$ cat src/rtl/add_round_key_stream.sv
// add_round_key_stream: lane-serial AES AddRoundKey over a streaming block.
// A block and a snapshot of its round key are captured on accept, XORed one
// LANE_W-bit lane per cycle (MSB lane first), then held until downstream takes it.
// Optional feature macro: ARK_RANGE_CHECK_EN (out-of-range round index passes the
// block through unmodified and flags out_err; otherwise key[0] is used).
module add_round_key_stream #(
  parameter int DATA_W   = 128,
  parameter int LANE_W   = 32,
  parameter int NUM_KEYS = 15
) (
  input  logic                        clk,
  input  logic                        rst,
  input  logic                        key_we,
  input  logic [$clog2(NUM_KEYS)-1:0] key_waddr,
  input  logic [DATA_W-1:0]           key_wdata,
  input  logic                        in_valid,
  output logic                        in_ready,
  input  logic [DATA_W-1:0]           in_data,
  input  logic [$clog2(NUM_KEYS)-1:0] in_round,
  output logic                        out_valid,
  input  logic                        out_ready,
  output logic [DATA_W-1:0]           out_data,
  output logic                        out_err
);

  localparam int AW    = $clog2(NUM_KEYS);
  localparam int BEATS = DATA_W / LANE_W;
  localparam int CW    = (BEATS > 1) ? $clog2(BEATS) : 1;
  localparam logic [CW-1:0]     LAST_BEAT = CW'(BEATS - 1);
  localparam logic [DATA_W-1:0] LANE_ONES = {DATA_W{1'b1}} >> (DATA_W - LANE_W);

  typedef enum logic [1:0] {IDLE, PROC, DONE} state_t;

  state_t            state_q, state_d;
  logic [CW-1:0]     beat_q, beat_d;
  logic [DATA_W-1:0] key_q [NUM_KEYS];
  logic [DATA_W-1:0] acc_q, acc_d;
  logic [DATA_W-1:0] snap_q;
  logic [DATA_W-1:0] key_sel;
  logic [DATA_W-1:0] lane_mask;
  logic [DATA_W-1:0] out_data_q;
  logic              accept;
  logic              last_beat;

  // True when an index addresses a real entry of the key store.
  function automatic logic idx_ok(input logic [AW-1:0] idx);
    return 32'(idx) < NUM_KEYS;
  endfunction

  assign accept    = (state_q == IDLE) && in_valid;
  assign last_beat = (state_q == PROC) && (beat_q == LAST_BEAT);
  assign out_data  = out_data_q;

`ifdef ARK_RANGE_CHECK_EN
  logic err_sel;
  logic err_snap_q;
  logic out_err_q;

  // Select the round key for the incoming block; out-of-range keys read as zero.
  always_comb begin
    key_sel = '0;
    err_sel = 1'b1;
    if (idx_ok(in_round)) begin
      key_sel = key_q[in_round];
      err_sel = 1'b0;
    end
  end

  // Error flag is snapshotted at accept and published together with the result.
  always_ff @(posedge clk or posedge rst) begin
    if (rst) begin
      err_snap_q <= 1'b0;
      out_err_q  <= 1'b0;
    end else begin
      if (accept)    err_snap_q <= err_sel;
      if (last_beat) out_err_q  <= err_snap_q;
    end
  end

  assign out_err = out_err_q;
`else
  // Select the round key for the incoming block; out-of-range indices fall back to key[0].
  always_comb begin
    key_sel = key_q[0];
    if (idx_ok(in_round)) key_sel = key_q[in_round];
  end

  assign out_err = 1'b0;
`endif

  // Lane currently being processed: beat 0 is the most significant lane.
  always_comb begin
    lane_mask = LANE_ONES << (LANE_W * (BEATS - 1 - int'(beat_q)));
    acc_d     = acc_q ^ (snap_q & lane_mask);
  end

  // Next-state and handshake decode for the IDLE -> PROC -> DONE sequence.
  always_comb begin
    state_d   = state_q;
    beat_d    = beat_q;
    in_ready  = 1'b0;
    out_valid = 1'b0;
    case (state_q)
      IDLE: begin
        in_ready = 1'b1;
        if (in_valid) begin
          state_d = PROC;
          beat_d  = '0;
        end
      end
      PROC: begin
        beat_d = beat_q + 1'b1;
        if (beat_q == LAST_BEAT) begin
          state_d = DONE;
          beat_d  = '0;
        end
      end
      DONE: begin
        out_valid = 1'b1;
        if (out_ready) state_d = IDLE;
      end
      default: state_d = IDLE;
    endcase
  end

  // Control state: FSM and beat counter.
  always_ff @(posedge clk or posedge rst) begin
    if (rst) begin
      state_q <= IDLE;
      beat_q  <= '0;
    end else begin
      state_q <= state_d;
      beat_q  <= beat_d;
    end
  end

  // Round-key store; writes to indices beyond the store are dropped.
  always_ff @(posedge clk or posedge rst) begin
    if (rst) begin
      for (int i = 0; i < NUM_KEYS; i++) key_q[i] <= '0;
    end else if (key_we && idx_ok(key_waddr)) begin
      key_q[key_waddr] <= key_wdata;
    end
  end

  // Working registers: block and key snapshot captured on accept, then lane-wise XOR.
  // The snapshot decouples the in-flight block from later key-store writes.
  always_ff @(posedge clk) begin
    if (accept) begin
      acc_q  <= in_data;
      snap_q <= key_sel;
    end else if (state_q == PROC) begin
      acc_q <= acc_d;
    end
  end

  // Published result only changes when a block completes, so it holds through IDLE/PROC.
  always_ff @(posedge clk or posedge rst) begin
    if (rst) out_data_q <= '0;
    else if (last_beat) out_data_q <= acc_d;
  end

endmodule

$ cat config.mk
export PLATFORM = sky130hd
export DESIGN_NAME = add_round_key_stream
export DESIGN_NICKNAME = d
export VERILOG_FILES = /design/src/rtl/add_round_key_stream.sv
export SDC_FILE = /design/constraint.sdc
export NUM_CORES = 2
export LEC_CHECK = 0
export BUFFER_PORTS_ARGS = -buffer_cell sky130_fd_sc_hd__buf_2
export CAP_MARGIN = 20
export CORE_UTILIZATION = 40
export CTS_CLUSTER_DIAMETER = 100
export DETAILED_ROUTE_END_ITERATION = 7
export HOLD_SLACK_MARGIN = 0.15
export PLACE_DENSITY = 0.57
export REMOVE_ABC_BUFFERS = 1
export SLEW_MARGIN = 0
export SYNTH_ARGS = -nofsm -noshare
export SYNTH_HDL_FRONTEND = slang
export SYNTH_SLANG_ARGS = --single-unit
$ cat constraint.sdc
create_clock -name clk -period 63.3 [get_ports clk]
set_input_delay 3.165 -clock clk [delete_from_list [all_inputs] [get_ports clk]]
set_output_delay 3.165 -clock clk [all_outputs]
set_load 0.01 [all_outputs]
==> impl_metrics.ini <==
[outcome]
outcome = complete, no violations

[critical_path]
max_stage_delay_ns = 0.81
cp_common_cell = buf_4
worst-path-max-fanout = 107
cp_top_family = buffers and inverters
regToRegSetupSlack_ns = 60.12
crit_chain = buf_2 -> inv_8 -> buf_4 -> buf_4 -> buf_4 -> buf_4 -> buf_4
cp_slowest_cell = buf_4
critical_path_class = in -> async
required_ns = 64.12
setup.worst_path.start_class = input pin
crit_arrival_ns = 7.63
critical_path_buf_inv_count = 7
critPathCaptureType = asynchronous set/reset pin

[clock_tree]
cts_root_buf = clkbuf_16
cts_num_sinks = 2308
ctsHoldBuffers = 0
insertion_delay_ns = 0.84
clockBufferDepth = 4
cts_inserted_buffers = 272
cts_resized = 0
htree_num_levels = 5
cts_tree = yes
path_clk_slew_ns = 0.06
cts_setup_buffers = 0

[timing]
tightest_slew_ns = 1.15
hold_viol_final = 0
tns_ns = 0
max_freq_ghz = 0.147
max_slew_margin = 0.231
period_minus_slack_ns = 6.81
min_period_over_period = 0.108
rsz0062_at_grt = no
setup_violations = 0
drv_slew = 0
skew_ns = 0.0590
layout_setup_ws_ns = 56.49

[global_route]
grt_max_degree = 166
grt_first_pass_wirelength_mm = 416
antenna_found_initial = 69
grt_use_met2 = 0.345
grt_overflow = 0
use_met3 = 0.0301
grt_usage = 0.208
met1_usage = 0.285
first_global_vias = 62200
top_usage_layer = met2

[finish]
area_growth_pct = 13.2
final_core_util = 0.456
fin_cells = 10600
final_layout_size_suffix_gt1_frac = 0.498
fin_nets = 7125
final_area_um2 = 119000

[logic_synthesis]
synthDistinctLibCells = 38
syn-cell-area_um2 = 105000
ys_seq_area_frac = 0.564
synth_edf_count = 256
yosys_warnings = 0
synthArstFlopShare = 0.889
ys.flop_type = dfrtp_1
ys_ff_latch = 2308
syn_avg_cell_area_um2 = 15.7
syn_inst = 6652

[die]
core_um2 = 260000
dieWidth_um = 514
die_h_um = 514
rows = 187
start_util = 0.403
ios = 400
die_area_um2 = 264000

[detailed_routing]
wl_mm = 272
wl_per_cell_um = 25.8
antenna_violating_nets_post_route = 0
remaining_drc_errors = 0
first_iter_violations = 3215
num_vias = 58000
routed_via_density = 5.49
dr.pass1.iters = 5

[power]
ir_drop_v = 0.0000267
p_per_area_nw_per_um2 = 39.5
leakagePower_nw = 51.0

[place]
placed_area_um2 = 109000
dp_hpwl_mm = 146
numPlacedInstances = 10100
gp_congestion = 0.718
portBuffers = 398
dp_worst_setup_slack_ns = 55.42

[run]
maxCapViolations = 0

[hold_path]
worst_hold_path_type = reg -> reg
==> Yosys cell counts (all sizes together), types with 2 or more instances <==
cell | number | share of area
a32o | 2 | 0.00019
buf | 353 | 0.020
clkbuf | 232 | 0.0084
dfrtp | 2052 | 0.49
edfxtp | 256 | 0.073
ha | 5 | 0.00060
inv | 38 | 0.0014
mux2 | 2177 | 0.24
mux2i | 445 | 0.043
mux4 | 384 | 0.083
nand2 | 163 | 0.0058
nand2b | 6 | 0.00036
nand3 | 2 | 0.000096
nand3b | 2 | 0.00014
nor2 | 106 | 0.0038
o21ai | 128 | 0.0061
o221a | 33 | 0.0035
o221ai | 33 | 0.0028
o22ai | 94 | 0.0056
or3 | 3 | 0.00018
xnor2 | 128 | 0.011
==> registers in the layout, summed over array words and instances (netlist names) <==
name	cells
state_q	2
acc_q	128
snap_q	128
key_q	1920
beat_q	2
out_data	128
==> report_power, final <==
| part | total (mW) | switching, mW | internal (mW) |
|---|---|---|---|
| logic | 0.992 | 0.427 | 0.565 |
| registers | 2.12 | 0.191 | 1.93 |
| clock network | 1.57 | 0.627 | 0.942 |
| total | 4.68 | 1.25 | 3.44 |
==> layout make-up <==
cell class	count	area (µm²)
diodes	9	22.5
clock inverters	91	997
multi-input cells	3721	42800
well taps	3496	4370
repair buffers	510	3230
clock buffers	393	7930
flip-flops and latches	2308	59000
inverters	38	158
fillers	22900	141000
==> through the flow <==
stage	power (mW)	hold WS, ns
6_report	4.68	0.485
5_1_grt	4.93	0.502
4_1_cts	4.75	0.493
3_5_place_dp	3.16	0.480
3_3_place_gp	3.11	0.468
2_1_floorplan	2.87	0.459
==> worst paths after layout <==
path	startpoint	endpoint	depth (start not counted)
min in group asynchronous	rst	key_q[1103]	2
max	rst	key_q[1150]	7
min	key_q[846]	key_q[846]	1
max reg2reg	state_q[0]	acc_q[68]	5
max in group clk	in_round[2]	snap_q[126]	7
min reg2reg	key_q[846]	key_q[846]	1
==> cells by family (layout without fill, tap and decap cells) <==
logic type	after synthesis	after routing	synth area share
muxes	3006	3006	0.366
DFF	2308	2308	0.564
xor gates and xnor gates	128	128	0.0107
and+or+nand+nor	287	287	0.0108
buffers and inverters	623	1032	0.0293
adders and majority gates	5	5	0.000597
other	1	10	0.0000358
AOI/OAI and AO/OA	294	294	0.0185
==> per-layer routing <==
metal  share of wire  routed length (µm)  up-vias
met3           0.037               10200      441
met2            0.49              133000     1059
met1            0.45              122000    31500
met5         0.00077                 211        -
li1                -                   -    25000
met4           0.025                6840       32
==> cell usage in the layout, fill, tap and decap left out, types with 87 or more instances in the layout <==
cell,Yosys,layout
o21ai_0,128,128
mux2_2,1949,1949
mux4_2,384,384
nor2_1,106,98
buf_2,274,394
edfxtp_1,256,256
nand2_1,163,162
buf_4,45,87
mux2_4,200,200
o22ai_1,94,94
xnor2_1,128,128
dfrtp_1,2052,2052
mux2i_1,445,445
clkbuf_16,0,283
No activity file was read; power rests on OpenSTA's default activity.
